## src/rtl/outport_rr_allocator_pkg.sv

```systemverilog
// Shared definitions for the per-output switch allocators of the 5-port router.
package outport_rr_allocator_pkg;

    localparam int NPORTS      = 5;
    localparam int PW          = $clog2(NPORTS);
    localparam int CREDITS_DEF = 4;

    localparam int P0 = 0;
    localparam int P1 = 1;
    localparam int P2 = 2;
    localparam int P3 = 3;
    localparam int P4 = 4;

    typedef enum logic {
        ST_IDLE   = 1'b0,
        ST_LOCKED = 1'b1
    } state_e;

    // Index of the set bit of a one-hot vector (zero for an all-zero vector).
    function automatic logic [PW-1:0] onehot_idx(input logic [NPORTS-1:0] oh);
        logic [PW-1:0] idx;
        idx = '0;
        for (int i = 0; i < NPORTS; i++) begin
            if (oh[i]) idx = PW'(i);
        end
        return idx;
    endfunction

    // Port index plus one, wrapping back to port 0 after the last port.
    function automatic logic [PW-1:0] wrap_inc(input logic [PW-1:0] i);
        return (i == PW'(NPORTS - 1)) ? '0 : i + PW'(1);
    endfunction

endpackage

```

## src/rtl/outport_rr_allocator_rr_pick.sv

```systemverilog
// Combinational round-robin picker: first requester at or above ptr, wrapping.
module rr_pick #(
    parameter int N  = 5,
    parameter int PW = 3
) (
    input  logic [N-1:0]  req_i,
    input  logic [PW-1:0] ptr_i,
    output logic [N-1:0]  pick_o,
    output logic          valid_o
);

    // Scan N positions starting at ptr; the first hit wins, so pick is one-hot.
    always_comb begin
        logic found;
        int   idx;
        pick_o = '0;
        found  = 1'b0;
        idx    = 0;
        for (int k = 0; k < N; k++) begin
            idx = (int'(ptr_i) + k) % N;
            if (!found && req_i[idx]) begin
                pick_o[idx] = 1'b1;
                found       = 1'b1;
            end
        end
    end

    assign valid_o = |req_i;

endmodule

```

## src/rtl/outport_rr_allocator.sv

```systemverilog
// Output-port switch allocator: round-robin packet lock with credit-gated transfer.
module outport_rr_allocator
    import outport_rr_allocator_pkg::*;
#(
    parameter  int CREDITS = CREDITS_DEF,
    localparam int CW      = $clog2(CREDITS + 1)
) (
    input  logic              clk_i,
    input  logic              rst_ni,
    input  logic [NPORTS-1:0] req_i,
    input  logic [NPORTS-1:0] tail_i,
    input  logic              credit_in_i,
    output logic [NPORTS-1:0] grant_o,
    output logic              fire_o,
    output logic [CW-1:0]     credit_cnt_o,
    output logic              busy_o,
    output logic              credit_err_o
);

    state_e            state_q;
    logic [NPORTS-1:0] grant_q;
    logic              busy_q;
    logic [PW-1:0]     ptr_q;
    logic [CW-1:0]     credit_q, credit_d;
    logic              err_q, err_d;

    logic [NPORTS-1:0] pick;
    logic              pick_valid;
    logic              own_req;
    logic              own_tail;
    logic              fire;

    rr_pick #(
        .N  (NPORTS),
        .PW (PW)
    ) u_pick (
        .req_i   (req_i),
        .ptr_i   (ptr_q),
        .pick_o  (pick),
        .valid_o (pick_valid)
    );

    // grant_q is zero or one-hot, so masking and OR-reducing selects the owner's bits.
    assign own_req  = |(req_i & grant_q);
    assign own_tail = |(tail_i & grant_q);
    assign fire     = (state_q == ST_LOCKED) && own_req && (credit_q != '0);

    // Arbitrate in IDLE, hold the owner through its tail, then advance the pointer past it.
    always_ff @(posedge clk_i or negedge rst_ni) begin
        if (!rst_ni) begin
            state_q <= ST_IDLE;
            grant_q <= '0;
            busy_q  <= 1'b0;
            ptr_q   <= '0;
        end else begin
            case (state_q)
                ST_IDLE: begin
                    if (pick_valid) begin
                        grant_q <= pick;
                        busy_q  <= 1'b1;
                        state_q <= ST_LOCKED;
                    end
                end
                ST_LOCKED: begin
                    if (fire && own_tail) begin
                        grant_q <= '0;
                        busy_q  <= 1'b0;
                        ptr_q   <= wrap_inc(onehot_idx(grant_q));
                        state_q <= ST_IDLE;
                    end
                end
                default: begin
                    grant_q <= '0;
                    busy_q  <= 1'b0;
                    state_q <= ST_IDLE;
                end
            endcase
        end
    end

    // Credit bookkeeping: a transfer consumes a slot, a returned credit restores one.
    always_comb begin
        credit_d = credit_q;
        err_d    = err_q;
        if (fire && !credit_in_i) begin
            credit_d = credit_q - CW'(1);
        end else if (!fire && credit_in_i) begin
            if (credit_q == CW'(CREDITS)) begin
                err_d = 1'b1;
            end else begin
                credit_d = credit_q + CW'(1);
            end
        end
    end

    // Credit counter and sticky overflow flag registers.
    always_ff @(posedge clk_i or negedge rst_ni) begin
        if (!rst_ni) begin
            credit_q <= CW'(CREDITS);
            err_q    <= 1'b0;
        end else begin
            credit_q <= credit_d;
            err_q    <= err_d;
        end
    end

    assign grant_o      = grant_q;
    assign fire_o       = fire;
    assign credit_cnt_o = credit_q;
    assign busy_o       = busy_q;
    assign credit_err_o = err_q;

endmodule

```

## config.mk

```make
export PLATFORM = sky130hd
export DESIGN_NAME = outport_rr_allocator
export DESIGN_NICKNAME = d
export VERILOG_FILES = /design/src/rtl/outport_rr_allocator_pkg.sv /design/src/rtl/outport_rr_allocator_rr_pick.sv /design/src/rtl/outport_rr_allocator.sv
export SDC_FILE = /design/constraint.sdc
export NUM_CORES = 1
export LEC_CHECK = 0
export ABC_AREA = 1
export CORE_MARGIN = 8
export CORE_UTILIZATION = 50
export CTS_BUF_LIST = sky130_fd_sc_hd__clkbuf_4
export DETAILED_ROUTE_END_ITERATION = 6
export GPL_ROUTABILITY_DRIVEN = 0
export HOLD_SLACK_MARGIN = 0.15
export PLACE_DENSITY = 0.7
export SYNTH_ARGS = -nofsm -noshare
export SYNTH_HDL_FRONTEND = slang
export SYNTH_SLANG_ARGS = --single-unit
```

## constraint.sdc

```tcl
create_clock -name clk_i -period 11.27 [get_ports clk_i]
set_clock_uncertainty 0.05 [all_clocks]
set_input_delay 1.6905 -clock clk_i [delete_from_list [all_inputs] [get_ports clk_i]]
set_output_delay 1.6905 -clock clk_i [all_outputs]
set_load 0.01 [all_outputs]
```

# Yosys cells after proc, flatten, opt, wreduce, memory -nomap -nowiden
# Cells that the tools add are included.
[op_classes]
n_div = 5
add_sub_neg = 7
n_reduce_logical = 29
n_lt_le_gt_ge = 10
eq_ne = 5
mux = 53
bitwise_logic = 8
[ops]
columns = ["cell", "count"]
rows = [
  ["greater-or-equal comparator 32 x 1 -> 1 bit (second input constant)", 5],
  ["less-than comparator 32 x 5 -> 1 bit (second input constant)", 5],
  ["remainder unit 32 x 4 -> 32 bit (second input constant)", 4],
  ["2-to-1 mux 5 bit", 7],
  ["remainder unit 4 x 4 -> 32 bit (second input constant)", 1],
  ["2-to-1 mux 3 bit", 9],
  ["2-to-1 mux 1 bit", 24],
  ["OR 5 bit", 4],
  ["binary-select mux 1 bit (select 3 bit)", 5],
  ["demux 1 bit (select 3 bit)", 5],
  ["OR reduction 5 bit", 3],
  ["logical AND 1 bit", 14],
  ["bitwise AND 5 bit", 2],
  ["case mux 5 bit (2 select lines)", 1],
  ["adder 3 x 2 -> 4 bit (second input constant)", 2],
  ["adder 3 x 1 -> 3 bit (second input constant)", 2],
  ["== test 3 bit (second input constant)", 2],
  ["zero test 1 bit", 6],
  ["AND reduction 2 bit", 3],
  ["adder 3 x 1 -> 4 bit (second input constant)", 1],
  ["adder 3 x 3 -> 4 bit (second input constant)", 1],
  ["!= test 2 bit (second input constant)", 2],
  ["case mux 1 bit (2 select lines)", 2],
  ["AND reduction 3 bit", 1],
  ["5 further kinds", 6],
]
[word_totals]
ff_bits = 14
output_inout_bits = 11
elab_cells = 123
input_bits = 13

# Logic depth before layout (Yosys ltp)
# Gate-level depths: netlist of the first run.
[depth]
depth_word = 19
ltp_mapped = 29
depth_no_buf = 28

# By module
# Synthesis of the first run repeated with hierarchy kept, for this count alone.
[hier_totals]
hier_cells = 471
area_unflattened_um2 = 2743.9
[by_module_without_submodules]
columns = ["module", "area_each_um2", "n_inst", "cells_per_inst", "seq_area_each_um2"]
rows = [
  ["rr_pick", 1964.4, 1, 379, 0.0],
  ["outport_rr_allocator", 779.5, 1, 92, 351.6],
]

# Least setup slack after synthesis of the first run
# OpenSTA, ideal clock, no wires.
[synth_path]
kind = "input port to output port"
from = "input req_i[3]"
to = "output fire_o"
t_arrival_ns = 2.407
n_path_buf = 0
required_time_ns = 9.530
slack_ns = 7.122
stages = 4
path_cell_list = "inv_1 > o21ai_0 > a211oi_1 > nor3_1"
[synth_via]
elab_chain_len = 4
[synth_lines]
columns = ["item", "line", "text"]
rows = [
  ["start, declared", "outport_rr_allocator.sv:10", "input logic [NPORTS-1:0] req_i,"],
  ["bitwise AND 5 bit", "outport_rr_allocator.sv:44", "assign own_req = |(req_i & grant_q);"],
  ["OR reduction 5 bit", "outport_rr_allocator.sv:44", ""],
  ["logical AND 1 bit (2 in a row)", "outport_rr_allocator.sv:46", "assign fire = (state_q == ST_LOCKED) && own_req && (credit_q != '0);"],
  ["end, declared", "outport_rr_allocator.sv:14", "output logic fire_o,"],
]
# No other way between the ends.

# Final worst setup path of the first run
# Same ends and word-level chain as after synthesis.

==> key figures, run 1 <==
Critical path
  • Crit path launch: req_i[3]
  • Critical path type: input pin to output pin
  • Slowest Stage Delay on Critical Path: 0.62 ns
  • CP dominant cell by count: clkdlybuf4s50_1
  • Crit-path cells: clkdlybuf4s50_1 -> inv_1 -> o21ai_0 -> a211oi_1 -> nor3_1 -> clkdlybuf4s50_1
  • Worst EP arrival: 3.48 ns
  • CP max FO: 7
  • Worst Path Required: 9.53 ns
  • CP Capture Type: output pin
  • Startpoint Class: input pin
  • Reg2reg start: ptr_q[0]$_DFFE_PN0P_
  • Delay-heaviest family, CP: buffers and inverters
  • CP max-delay cell: clkdlybuf4s50_1
  • Worst path buffer plus inverter count: 3

Flow run
  • Max cap viols: 0

Floorplan
  • Chip width: 92.2 um
  • Row cnt: 27
  • Starting Density: 0.523
  • Ports: 24
  • Die ar.: 0.00849 mm2
  • Core footprint: 0.00554 mm2
  • Die height: 92.2 um

GRT
  • Initial antenna violation count: 0
  • Largest net degree at the start of global routing: 21
  • First-pass GRT wire length: 12,500 um
  • GRT Util Overall: 0.173
  • Total grt overflow: 0
  • Vias in the first global route: 2,811

Timing
  • F_max: 192 MHz
  • Setup violators final: 0
  • Final setup TNS: 0 ns
  • RSZ-0062 raised after global routing: false
  • Fin. Hold Viols: 0
  • Min Tclk post-route: 5.22 ns
  • Max Slew Vio Count: 0
  • Max_slew headroom: 0.456
  • Fin crit share: 0.463
  • Worst Tran Pin Value: 0.816 ns

Yosys
  • Top FF cell, synth: dfrtp_1
  • Post-Syn Instances: 463
  • Yosys top cell area share: 0.170
  • Syn nets: 509
  • Mean post-synth cell area: 6.26 um2
  • Top cells by area, synth: nand2_1 17%, ha_1 14%, dfrtp_1 11%, nand3_1 8.1%, inv_1 7.5%
  • Yosys warns: 0
  • Seq/Total Area, Yosys: 0.121
  • Number of synthesized register bits: 14
  • Synth area leader: nand2_1
  • Synth Cell Area: 0.00290 mm2
  • Async set-reset flop share out of synthesis: 1.00
  • EDFF count, synth: 0
  • Post-synth cell types: 43

Clocking
  • H-tree level count: 1
  • Clock sinks: 14
  • Clock root cell: clkbuf_4
  • Postcts setup bufs: 0
  • CTS clk-pin slew, worst paths: 0.08 ns
  • Hold buffer count at cts: 0
  • TritonCTS Buffers: 3
  • CTS tree: built
  • Post_cts resized: 0
  • Longest Clk Path Bufs: 2
  • Worst-Skew Late Latency: 0.28 ns

Layout
  • Filler instances: 555
  • Synth-to-layout area growth: 11.3%
  • Storage element area: 352 um2
  • Multi-input gate area: 0.00227 mm2
  • Fraction of layout cells with a size suffix above 1: 0.134
  • Finished Layout Cells: 558
  • NumNets Final: 533
  • Diode count: 0

Routing
  • Total iterations of the first detailed-routing run: 5
  • DRC Markers: 0
  • DR WL/cell: 12.8 um
  • Via Count: 3,001
  • DRT iter0 DRCs: 209
  • Post-route ant nets: 0
  • Final wirelength: 7130 um
  • Mean number of vias per cell: 5.38

Placement
  • Detailed-placement wirelength estimate: 5850 um
  • Buffers on Ports: 23
  • Cell Count Post-Placement: 554

Hold path
  • HP Start: busy_o$_DFFE_PN0P_
  • Worst Hold Class: flop to flop

Run status
  • Run status: complete, no violations
[cells by family after synthesis]
group / synth area share
buffers and inverters: 0.0962
and+or+nand+nor: 0.504
DFF: 0.121
xor gates and xnor gates: 0.0324
AOI/OAI and AO/OA: 0.101
adders and majority gates: 0.145
[area by class of cell]
type                       count  area share
clock buffer                   4     0.00931
inverter                      68      0.0791
sequential                    14       0.109
tap                           72      0.0279
multi-input combinational    377       0.703
timing repair buffer          23      0.0713
[routing by layer]
| metal | vias to the layer above | track usage | wire, um | part of all wire |
|---|---|---|---|---|
| li1 | 1559 | - | - | - |
| met1 | 1346 | 0.214 | 3310 | 0.46 |
| met2 | 80 | 0.303 | 3330 | 0.47 |
| met3 | 16 | 0.0163 | 356 | 0.050 |
| met4 | 0 | 0.0577 | 132 | 0.019 |
| met5 | - | 0 | 0 | 0 |
[state kept, by name (all words and copies together) (netlist names)]
register      count
grant_o           5
credit_cnt_o      3
busy_o            1
credit_err_o      1
ptr_q             3
state_q           1
[worst reg2reg max path: stages, from the launching register on]
cell     delay, ns
dfrtp_1       0.88
inv_1         0.28
ha_1          0.54
inv_1         0.27
ha_1          0.25
inv_1         0.05
nand2_1       0.09
o21ai_1       0.30
xor2_1        0.29
ha_1          0.26
inv_1         0.06
nand3_1       0.13
nand3_2       0.10
nor2_4        0.14
nand2_2       0.11
nand2_4       0.14
nand2_1       0.06
nand2_1       0.07
nand2_1       0.05
nand2_1       0.07
nand2_2       0.06
nand2_4       0.09
inv_2         0.06
nand3_1       0.06
nand3_1       0.09
nand2_1       0.07
nand2_1       0.05
[cells in the final DEF, fill, tap and decap left out, drive strengths merged, types with 2 or more instances in the layout]
master and n:
xnor2 4, clkdlybuf4s50 23, nor3 11, a21oi 9, nand4 20, a211oi 2
nor2 44, o21bai 2, nand3 56, ha 32, xor2 5, o21ai 19
inv 68, o211ai 2, dfrtp 13, clkbuf 4, nand2 156, o31ai 6
nand3b 2
[path summary, 6_finish.rpt]
path	cells past startpoint	end	slack [ns]
max	6	fire_o	6.05
min	2	busy_o$_DFFE_PN0P_	0.42
max reg2reg	26	grant_o[0]$_DFFE_PN0P_	6.50
min reg2reg	2	busy_o$_DFFE_PN0P_	0.42
max in group asynchronous	1	ptr_q[1]$_DFFE_PN0P_	9.03
min in group asynchronous	1	busy_o$_DFFE_PN0P_	1.74
[Yosys cell counts (3+ instances only)]
cell / count
inv_1: 58
o21ai_2: 3
o21ai_0: 12
o21ai_1: 3
inv_2: 10
nor2_2: 3
nand3_2: 7
o31ai_1: 6
nor3_1: 11
xnor2_1: 3
nand2_1: 131
nand4_1: 18
nand2_2: 15
xor2_1: 4
nand3_1: 47
nor2_1: 38
ha_1: 32
dfrtp_1: 13
nand2_4: 10
a21oi_1: 9
[per-stage QoR]
step,hold slack (ns),worst slack [ns],util,area (um2)
2_1_floorplan,0.392,7.12,-,2900
3_3_place_gp,0.403,6.03,0.577,3200
3_5_place_dp,0.408,6.06,0.577,3200
4_1_cts,0.429,6.03,0.582,3230
5_1_grt,0.440,5.96,0.582,3230
6_report,0.424,6.05,0.582,3230
Power of run 1 is left out: the tool's default activity adds up to more than one toggle a clock period on the data nets, which glitch-free logic cannot reach.
==> run 2: changes to the inputs <==
--- a/config.mk
+++ b/config.mk
@@ -12,7 +12,7 @@
 export DETAILED_ROUTE_END_ITERATION = 6
 export GPL_ROUTABILITY_DRIVEN = 0
 export HOLD_SLACK_MARGIN = 0.15
-export PLACE_DENSITY = 0.7
+export PLACE_DENSITY = 0.73
 export SYNTH_ARGS = -nofsm -noshare
 export SYNTH_HDL_FRONTEND = slang
 export SYNTH_SLANG_ARGS = --single-unit
==> constraint.sdc (replaced) <==
create_clock -name clk_i -period 4.26 [get_ports clk_i]
set_clock_uncertainty 0.05 [all_clocks]
set_input_delay 0.639 -clock clk_i [delete_from_list [all_inputs] [get_ports clk_i]]
set_output_delay 0.639 -clock clk_i [all_outputs]
set_load 0.01 [all_outputs]
==> run 2 against run 1 <==
  * Worst hold slack improved by 0.0076 ns
  * Routed wire length rose by 2.7%
  * First-iteration DRC count fell by 12%
  * Cell count rose by 0.90%
  * Critical endpoint is now grant_o[0]$_DFFE_PN0P_
  * Die area did not move
  * Clock-buffer cell count fell by 1
  * Highest routed layer unchanged
  * Global-route usage rose by 0.45 points
  * Sequential share of layout area fell by 0.11 points
  * Non-clock buffer count rose by 5
  * Worst setup slack got worse by 5.7 ns
==> key figures, run 2 (synthesis results as in run 1) <==
Routing
  • Mean number of vias per cell: 5.37
  • Total iterations of the first detailed-routing run: 5
  • DRC Markers: 0
  • Via Count: 3,022
  • Final wirelength: 7320 um
  • Post-route ant nets: 0
  • DR WL/cell: 13.0 um
  • DRT iter0 DRCs: 184

Placement
  • Cell Count Post-Placement: 559
  • Detailed-placement wirelength estimate: 6050 um
  • Buffers on Ports: 23

Clocking
  • Clock root cell: clkbuf_4
  • Worst-Skew Late Latency: 0.28 ns
  • Postcts setup bufs: 0
  • CTS clk-pin slew, worst paths: 0.09 ns
  • Longest Clk Path Bufs: 2
  • Post_cts resized: 0
  • CTS tree: built
  • Hold buffer count at cts: 0
  • Clock sinks: 14
  • H-tree level count: 1
  • TritonCTS Buffers: 3

GRT
  • GRT Util Overall: 0.177
  • Total grt overflow: 0
  • Largest net degree at the start of global routing: 20
  • First-pass GRT wire length: 12,900 um
  • Initial antenna violation count: 0
  • Vias in the first global route: 2,938

Layout
  • Diode count: 0
  • Multi-input gate area: 0.00227 mm2
  • Synth-to-layout area growth: 12.4%
  • Finished Layout Cells: 563
  • Filler instances: 550
  • Storage element area: 352 um2
  • Fraction of layout cells with a size suffix above 1: 0.141
  • Commonest non-fill, non-tap cells in the layout: 131 x nand2_1, 58 x inv_1, 47 x nand3_1
  • Most common cell after layout, fill and taps aside: nand2_1
  • Core Util, Final: 0.589
  • Max reg flops: 5
  • NumNets Final: 538

Critical path
  • CP dominant cell by count: nand2_1
  • Slowest Stage Delay on Critical Path: 0.38 ns
  • Startpoint Class: flop
  • CP max FO: 7
  • CP max-delay cell: dfrtp_1
  • Worst Path Required: 4.38 ns
  • Worst EP arrival: 4.04 ns
  • CP Capture Type: flop
  • Critical path type: flop to flop

Timing
  • Max Slew Vio Count: 0
  • Worst Tran Pin Value: 0.657 ns
  • Fin. Hold Viols: 0
  • Final setup TNS: 0 ns
  • Setup violators final: 0
  • Max_slew headroom: 0.561
  • F_max: 255 MHz
  • RSZ-0062 raised after global routing: false
  • Fin crit share: 0.920
  • Min Tclk post-route: 3.92 ns

Flow run
  • Max cap viols: 0

Floorplan
  • Die height: 92.2 um
  • Ports: 24
  • Die ar.: 0.00849 mm2
  • Row cnt: 27
  • Core footprint: 0.00554 mm2
  • Starting Density: 0.523
  • Chip width: 92.2 um

Hold path
  • Worst Hold Class: flop to flop

Run status
  • Run status: complete, no violations
## run 2: cell types whose count changed in the layout (fill, tap and decap cells not counted)
cell and delta:
clkbuf_4 -1, buf_4 +5, clkinv_1 +1
## run 2: final timing paths
path                                          start                        to  slack, ns  cells past startpoint
hold reg to reg            credit_err_o$_DFFE_PN0P_  credit_err_o$_DFFE_PN0P_       0.43                      1
min in group asynchronous                    rst_ni    grant_o[1]$_DFFE_PN0P_       0.71                      1
setup reg to reg               ptr_q[0]$_DFFE_PN0P_    grant_o[0]$_DFFE_PN0P_       0.34                     28
max in group asynchronous                    rst_ni    grant_o[4]$_DFFE_PN0P_       3.03                      1
setup / recovery               ptr_q[0]$_DFFE_PN0P_    grant_o[0]$_DFFE_PN0P_       0.34                     28
hold / removal             credit_err_o$_DFFE_PN0P_  credit_err_o$_DFFE_PN0P_       0.43                      1
## run 2: routing by layer
metal,GRT usage,share of wire,vias up
met5,0,0,-
met4,0.0295,0.0045,0
met3,0.0163,0.045,4
met2,0.309,0.47,78
met1,0.232,0.48,1373
li1,-,-,1567
## run 2: per-stage QoR
stage / hold slack (ns) / instance area (um2) / setup slack, ns
after global placement: 0.408 / 3230 / 0.563
after CTS: 0.434 / 3260 / 0.383
final: 0.432 / 3260 / 0.342
after detailed placement: 0.412 / 3230 / 0.405
after global routing: 0.461 / 3260 / 0.00160
after floorplan: 0.293 / 2900 / 0.479
## run 2: area by class of cell
type	instances	share of cell area
Multi-Input combinational cell	377	0.696
Tap cell	72	0.0276
Inverter	68	0.0783
Clock buffer	3	0.00691
Clock inverter	1	0.00115
Timing Repair Buffer	28	0.0821
Sequential cell	14	0.108
## run 2: worst max-delay path: cells and delay by family (launching register included)
kind	cells	cell delay, ns
XOR/XNOR	1	0.29
AND/OR/NAND/NOR	16	1.33
buffers and inverters	6	0.49
flip-flops	1	0.38
AO/OA/AOI/OAI	1	0.28
adder cells (fa/ha/maj)	4	0.97
Power of run 2 is left out for the same reason.
